`src/rtl/vl_pipe_elastic_pkg.sv`:
```
// Shared constants and helpers for the elastic delay pipeline.
package vl_pipe_pkg;

    // Advance modes
    localparam int MODE_RIGID    = 0;
    localparam int MODE_COLLAPSE = 1;

    // Width of a counter able to hold 0..depth
    function automatic int occ_w(input int depth);
        return $clog2(depth + 1);
    endfunction

endpackage

```
`src/rtl/vl_pipe_elastic_if.sv`:
```
// Upstream and downstream valid/ready handshake of the elastic pipeline.
interface vl_pipe_elastic_if #(
    parameter int DW = 8
);
    logic          in_valid;
    logic          in_ready;
    logic [DW-1:0] in_data;
    logic          out_valid;
    logic          out_ready;
    logic [DW-1:0] out_data;

    // Producer/consumer side (drives words in, takes words out)
    modport master (
        output in_valid, in_data, out_ready,
        input  in_ready, out_valid, out_data
    );

    // Pipeline side
    modport slave (
        input  in_valid, in_data, out_ready,
        output in_ready, out_valid, out_data
    );
endinterface

```
`src/rtl/vl_pipe_elastic_slice.sv`:
```
// One register stage: a data word plus its valid bit.
module vl_pipe_slice #(
    parameter int DW = 8
) (
    input  logic          clk,
    input  logic          reset,
    input  logic          clr,
    input  logic          load,
    input  logic          src_valid,
    input  logic [DW-1:0] src_data,
    input  logic          drain,
    output logic          valid,
    output logic [DW-1:0] data
);

    // Flush drops the valid bit only; data is kept to avoid a wide clear.
    always_ff @(posedge clk) begin
        if (reset) begin
            valid <= 1'b0;
            data  <= '0;
        end else if (clr) begin
            valid <= 1'b0;
        end else if (load) begin
            valid <= src_valid;
            data  <= src_data;
        end else if (drain) begin
            valid <= 1'b0;
        end
    end

endmodule

```
`src/rtl/vl_pipe_elastic.sv`:
```
// Elastic delay pipeline: PIPE_DEPTH stages with valid/ready on both ends,
// bubble-collapsing or rigid lock-step advance, flush and occupancy count.
module vl_pipe_elastic
    import vl_pipe_pkg::*;
#(
    parameter int PIPE_DEPTH = 2,
    parameter int PIPE_DW    = 8,
    parameter int COLLAPSE   = MODE_COLLAPSE,
    localparam int CW        = occ_w(PIPE_DEPTH)
) (
    input  logic          clk,
    input  logic          reset,
    input  logic          clr,
    vl_pipe_elastic_if.slave bus,
    output logic [CW-1:0] occupancy
);

    if (PIPE_DEPTH < 1) begin : g_bad_depth
        $fatal(1, "vl_pipe_elastic: PIPE_DEPTH must be at least 1");
    end
    if (COLLAPSE != MODE_RIGID && COLLAPSE != MODE_COLLAPSE) begin : g_bad_mode
        $fatal(1, "vl_pipe_elastic: COLLAPSE must be 0 or 1");
    end

    logic [PIPE_DEPTH-1:0]              valid, rdy, down_rdy, load, drain, src_valid;
    logic [PIPE_DEPTH-1:0][PIPE_DW-1:0] data, src_data;
    logic                               in_xfer, out_xfer;

    assign bus.in_ready  = ~clr & rdy[PIPE_DEPTH-1];
    assign bus.out_valid = valid[0] & ~clr;
    assign bus.out_data  = data[0];
    assign in_xfer       = bus.in_valid & bus.in_ready;
    assign out_xfer      = bus.out_valid & bus.out_ready;

    for (genvar k = 0; k < PIPE_DEPTH; k++) begin : g_stage
        // Source of each stage: upstream neighbour, or the input port at the top
        if (k == PIPE_DEPTH - 1) begin : g_src_in
            // Rigid mode shifts bubbles in too, so it needs the qualified transfer
            assign src_valid[k] = (COLLAPSE == MODE_COLLAPSE) ? bus.in_valid : in_xfer;
            assign src_data[k]  = bus.in_data;
        end else begin : g_src_up
            assign src_valid[k] = valid[k+1];
            assign src_data[k]  = data[k+1];
        end

        if (k == 0) begin : g_down_out
            assign down_rdy[k] = bus.out_ready;
        end else begin : g_down_stage
            assign down_rdy[k] = rdy[k-1];
        end

        if (COLLAPSE == MODE_COLLAPSE) begin : g_collapse
            // Ready when empty or when the current word moves on this cycle
            assign rdy[k]   = ~valid[k] | down_rdy[k];
            assign load[k]  = rdy[k] & src_valid[k];
            assign drain[k] = rdy[k];
        end else begin : g_rigid
            // Every stage shares the single advance condition
            assign rdy[k]   = ~valid[0] | bus.out_ready;
            assign load[k]  = rdy[k];
            assign drain[k] = 1'b0;
        end

        vl_pipe_slice #(.DW(PIPE_DW)) u_slice (
            .clk       (clk),
            .reset     (reset),
            .clr       (clr),
            .load      (load[k]),
            .src_valid (src_valid[k]),
            .src_data  (src_data[k]),
            .drain     (drain[k]),
            .valid     (valid[k]),
            .data      (data[k])
        );
    end

    // Occupancy tracks transfers so it always matches the valid-bit popcount
    always_ff @(posedge clk) begin
        if (reset || clr) begin
            occupancy <= '0;
        end else if (in_xfer && !out_xfer) begin
            occupancy <= occupancy + CW'(1);
        end else if (out_xfer && !in_xfer) begin
            occupancy <= occupancy - CW'(1);
        end
    end

endmodule

```
`src/flat_wrapper.sv`:
```
// flat-port wrapper written by rule: the top's interface ports become plain ports
module vl_pipe_elastic_flat import vl_pipe_pkg::*;
#(
    parameter int PIPE_DEPTH = 2,
    parameter int PIPE_DW    = 8,
    parameter int COLLAPSE   = MODE_COLLAPSE,
    localparam int CW        = occ_w(PIPE_DEPTH)
)
  (clk, reset, clr, occupancy, bus_in_valid, bus_in_data, bus_out_ready, bus_in_ready, bus_out_valid, bus_out_data);
  vl_pipe_elastic_if #(.DW((8))) bus_i ();
  input  logic clk;
  input  logic reset;
  input  logic clr;
  output logic [CW-1:0] occupancy;
  input wire logic [$bits(bus_i.in_valid)-1:0] bus_in_valid;
  input wire logic [$bits(bus_i.in_data)-1:0] bus_in_data;
  input wire logic [$bits(bus_i.out_ready)-1:0] bus_out_ready;
  output wire logic [$bits(bus_i.in_ready)-1:0] bus_in_ready;
  output wire logic [$bits(bus_i.out_valid)-1:0] bus_out_valid;
  output wire logic [$bits(bus_i.out_data)-1:0] bus_out_data;
  assign bus_i.in_valid = bus_in_valid;
  assign bus_i.in_data = bus_in_data;
  assign bus_i.out_ready = bus_out_ready;
  assign bus_in_ready = bus_i.in_ready;
  assign bus_out_valid = bus_i.out_valid;
  assign bus_out_data = bus_i.out_data;
  vl_pipe_elastic #(.PIPE_DEPTH(PIPE_DEPTH), .PIPE_DW(PIPE_DW), .COLLAPSE(COLLAPSE)) u_core (.clk(clk), .reset(reset), .clr(clr), .bus(bus_i), .occupancy(occupancy));
endmodule
```
`config.mk`:
```
export PLATFORM = sky130hd
export DESIGN_NAME = vl_pipe_elastic_flat
export DESIGN_NICKNAME = d
export VERILOG_FILES = /design/src/rtl/vl_pipe_elastic_pkg.sv /design/src/rtl/vl_pipe_elastic_if.sv /design/src/rtl/vl_pipe_elastic_slice.sv /design/src/rtl/vl_pipe_elastic.sv /design/src/flat_wrapper.sv
export SDC_FILE = /design/constraint.sdc
export NUM_CORES = 1
export LEC_CHECK = 0
export CAP_MARGIN = 20
export CORE_MARGIN = 1.5
export CORE_UTILIZATION = 35
export DETAILED_ROUTE_END_ITERATION = 10
export GPL_ROUTABILITY_DRIVEN = 0
export SLEW_MARGIN = 30
export SYNTH_ARGS = -nofsm -noshare
export SYNTH_HDL_FRONTEND = slang
export SYNTH_SLANG_ARGS = --single-unit
```
`constraint.sdc`:
```
create_clock -name clk -period 2.4 [get_ports clk]
set_input_delay 0.24 -clock clk [delete_from_list [all_inputs] [get_ports clk]]
set_output_delay 0.24 -clock clk [all_outputs]
set_load 0.01 [all_outputs]
```
# Yosys cells after proc, flatten, opt, wreduce, memory -nomap -nowiden
# Index checks and enable logic that the tools add are counted.
# op_classes
addsub	2
mux	6
bitwise	11
n_reduce_logical	11
# op_table
op	count
1-bit bitwise AND	6
2-bit nonzero test	3
1-bit two-way mux	4
2-bit two-way mux	2
2-bit AND reduction	2
1-bit inverter	3
2-bit by 1-bit adder with 2-bit output, second input constant	1
1-bit logical AND	2
1-bit zero test	2
1-bit OR	2
2-bit OR reduction	1
2-bit by 1-bit subtractor with 2-bit output, second input constant	1
1-bit logical OR	1
# totals
register_bits	20
inputBits	13
out_inout_bits	12
wordCells	35

# Logic depth before layout (Yosys ltp)
# logic_depth
ltp_word	9
mapped_depth	7
mapped_depth_nobuf	6

# Hierarchy
# A second synthesis with hierarchy kept.
# unflattened
hier_cells	81
hier_area_um2	825.8
# modules_own_cells
mod	n_inst	cells_per_inst	area_per_inst_um2	seq_area_each_um2
vl_pipe_slice	2	31	340.3	180.2
vl_pipe_elastic	1	19	145.1	40.0

# Worst setup path after synthesis
# No wires, ideal clock.
# synth_timing
path_type	register to register
from	register u_core.g_stage[0].u_slice.valid
to	register u_core.occupancy[1]
setup_time_ns	0.070
arrival_time_ns	1.477
t_required_ns	2.330
setup_slack_ns	0.853
path_stages_with_launch	7
path_buffers	1
period_less_slack_ns	1.547
cell_sequence	dfxtp_1 -> nor2b_2 -> a21oi_2 -> buf_6 -> ha_1 -> or3_1 -> a21boi_1
# synth_between
elab_chain_len	8
elab_cells_between_ends	13
cone_classes	mux: 1; bitwise: 7; reduce/logical: 5
# synth_rtl
item	line	rtl
from (decl)	vl_pipe_elastic_slice.sv:12	output logic valid,
from (signal assigned)	vl_pipe_elastic_slice.sv:24	valid <= src_valid;
1-bit inverter	vl_pipe_elastic.sv:54	assign rdy[k] = ~valid[k] | down_rdy[k];
1-bit OR (2 in series)	vl_pipe_elastic.sv:54	
1-bit bitwise AND	vl_pipe_elastic.sv:29	assign bus.in_ready = ~clr & rdy[PIPE_DEPTH-1];
1-bit bitwise AND	vl_pipe_elastic.sv:32	assign in_xfer = bus.in_valid & bus.in_ready;
1-bit zero test	vl_pipe_elastic.sv:83	end else if (out_xfer && !in_xfer) begin
1-bit logical AND	vl_pipe_elastic.sv:83	
2-bit nonzero test (no line)	-	
to (signal assigned)	vl_pipe_elastic.sv:82	occupancy <= occupancy + CW'(1);
to (signal assigned)	vl_pipe_elastic.sv:84	occupancy <= occupancy - CW'(1);
to (decl)	vl_pipe_elastic.sv:15	output logic [CW-1:0] occupancy
# Several ways; a longest one is shown, not always the timed one.
# A chain may end at the register's enable or synchronous reset.

# Worst setup path after layout
# layout_timing
from	input bus_out_ready
to	output bus_in_ready
# layout_between
elab_chain_len	3
# layout_rtl
item	line	rtl
from (decl)	flat_wrapper.sv:17	input wire logic [$bits(bus_i.out_ready)-1:0] bus_out_ready;
1-bit OR (2 in series)	vl_pipe_elastic.sv:54	
1-bit bitwise AND	vl_pipe_elastic.sv:29	
to (decl)	flat_wrapper.sv:18	output wire logic [$bits(bus_i.in_ready)-1:0] bus_in_ready;
# No other way between the ends.

==> out/results.ini <==
[detailed_routing]
wl_met1_um=841
route.met3.wl_um=71
drtAntennaViolNets=0
drtIter0Drc=8
topRoutingLayerUsed=met4
vias=677
via_per_inst=4.57
wl_met2_um=690
wl_per_cell_um=10.9
drtPass1Iterations=4
wirelength_um=1620
drc_errors=0

[layout]
area_delta_synth_final_pct=23.7
antenna_cells=0
final_cell_mix=24 x clkdlybuf4s50_1, 20 x dfxtp_1, 19 x nand2b_1
final_common_cell=clkdlybuf4s50_1
final_cells=148
nets=133
drive_above_1_share=0.0847

[sta]
relSlewSlack=0.614
setup_viol=0
finClkSkew_ns=0.00912
finalCritPeriodShare=0.799
rsz0062_at_grt=false
finalHoldViolCount=0
tightest_slew_ns=0.577
drv_slew=0
clock.fmax_ghz=0.521
whs_ns=0.474
fin_tns_setup_ns=0
fin_crit_ns=1.92

[flow_run]
maxCapViolations=0

[floorplanning]
chipHeight_um=54.9
die_x_um=54.9
core_sq_um=2520
fp.dieArea_sq_um=3020
io_pins=25
row_count=18
initial_utilization=0.374

[worst_setup_path]
cp-start-kind=primary input
path_common_cell=clkdlybuf4s50_1
critPathCaptureType=primary output
crit_path_top_delay_cell=clkdlybuf4s50_1
crit_chain=clkdlybuf4s50_1, nor2b_2, a21oi_1, clkdlybuf4s50_1
path_class=primary input to primary output
required_ns=2.16
critPathBufInv=2
crit_path_max_fanout=12
crit_family=buffers and inverters
crit_path_max_incr_delay_ns=0.49
worstPathArrival_ns=1.68

[synth]
yosys_warnings=0
netlist_instances=102
synth-seq-cells=20
syn_nets=116
yosysUniqueCellTypes=20
ys_seq_area_frac=0.424
syn_area_sq_um=943
syn_avg_cell_area_sq_um=9.25

[clock_tree]
ctsResizeCount=0
cts_sinks=20
cts_setup_buffers=0
clock_latency_ns=0.30
clock-root-buffer=clkbuf_4
clk_pin_slew_ns=0.11
clock_path_buffers=2
cts_buffers=3
ctsHoldBuffers=0
htree_levels=1
tritoncts=built

[pwr]
power_leakage_nw=0.410
p_per_area_nw_per_um2=524
vdd_drop_max_mv=0.256

[outcome]
status=completed

[grt]
grt_max_degree=24
grt_antenna_before_repair=0
grt_pass1_wl_um=2420
grt_usage=0.115
grt_pass1_vias=545
grt-ovfl-total=0

[placed_design]
hpwl_um=1200
io_buffers=24
dp_cells=144

[worst_hold_path]
hp-class=flip-flop to flip-flop

-- routing by layer --
layer / GRT usage / vias to the layer above
li1: - / 370
met1: 0.169 / 291
met2: 0.147 / 14
met3: 0.0242 / 2
met4: 0.0732 / 0
met5: 0 / -
-- worst min-delay path, delay by kind of cell (launching register included) --
family / cells / cell delay, ns
AO/OA/AOI/OAI: 1 / 0.06
flip-flops: 1 / 0.33
AND/OR/NAND/NOR: 1 / 0.06
-- per-stage QoR --
| stage | utilization | power (mW) | setup slack (ns) | instance area [sq um] |
|---|---|---|---|---|
| floorplan | - | 0.394 | 0.853 | 943 |
| finish | 0.463 | 0.611 | 0.482 | 1170 |
| global placement | 0.448 | 0.426 | 0.362 | 1130 |
| CTS | 0.463 | 0.624 | 0.460 | 1170 |
| detailed placement | 0.448 | 0.427 | 0.314 | 1130 |
| global route | 0.463 | 0.642 | 0.361 | 1170 |
-- state kept, by name, summed over array words and instances, names as in the netlist --
signal and count:
u_core.g_stage.u_slice.valid 2, u_core.g_stage.u_slice.data 16, u_core.occupancy 2
-- logic make-up (layout without fill, tap and decap cells) --
kind of cell | Yosys count | in the layout | share of synthesized area
simple gates | 35 | 35 | 0.221
compound gates | 22 | 22 | 0.126
flops | 20 | 20 | 0.424
buf+inv | 14 | 30 | 0.111
mux | 8 | 8 | 0.0849
xor+xnor | 2 | 2 | 0.0186
fa+ha+maj | 1 | 1 | 0.0133
-- Yosys cell counts --
master,instances,area share
a21oi_1,10,0.053
o21ai_0,9,0.048
a21boi_1,1,0.0080
and2b_2,2,0.019
nor2b_2,1,0.0093
mux2i_1,8,0.085
ha_1,1,0.013
buf_6,2,0.024
xor2_1,2,0.019
nor2_1,1,0.0040
a21oi_2,1,0.0093
buf_2,3,0.016
nand2b_1,19,0.13
buf_4,9,0.072
nand3_1,8,0.042
dfxtp_1,20,0.42
nor3_1,2,0.011
or3_1,1,0.0066
nand2_1,1,0.0040
o21a_1,1,0.0080
-- cell type report --
type | count | area, sq um
Timing Repair Buffer | 26 | 255
Multi-Input combinational cell | 68 | 438
Sequential cell | 20 | 400
Tap cell | 30 | 37.5
Fill cell | 258 | 1360
Clock buffer | 4 | 36.3
-- where the power goes --
group / internal (mW) / switching, mW / total [mW]
Combinational: 0.0427 / 0.0277 / 0.0704
Clock: 0.0925 / 0.100 / 0.193
Sequential: 0.342 / 0.00668 / 0.349
Total: 0.477 / 0.134 / 0.611
-- worst paths after layout --
| kind | start | endpoint | slack (ns) | depth (start not counted) |
|---|---|---|---|---|
| hold reg to reg | u_core.g_stage[1].u_slice.data[6] | u_core.g_stage[0].u_slice.data[6] | 0.47 | 2 |
| hold / removal | u_core.g_stage[1].u_slice.data[6] | u_core.g_stage[0].u_slice.data[6] | 0.47 | 2 |
| setup reg to reg | u_core.g_stage[0].u_slice.valid | u_core.occupancy[1] | 0.63 | 5 |
| setup / recovery | bus_out_ready | bus_in_ready | 0.48 | 4 |
Note: power is estimated with default switching activity, not from simulation.
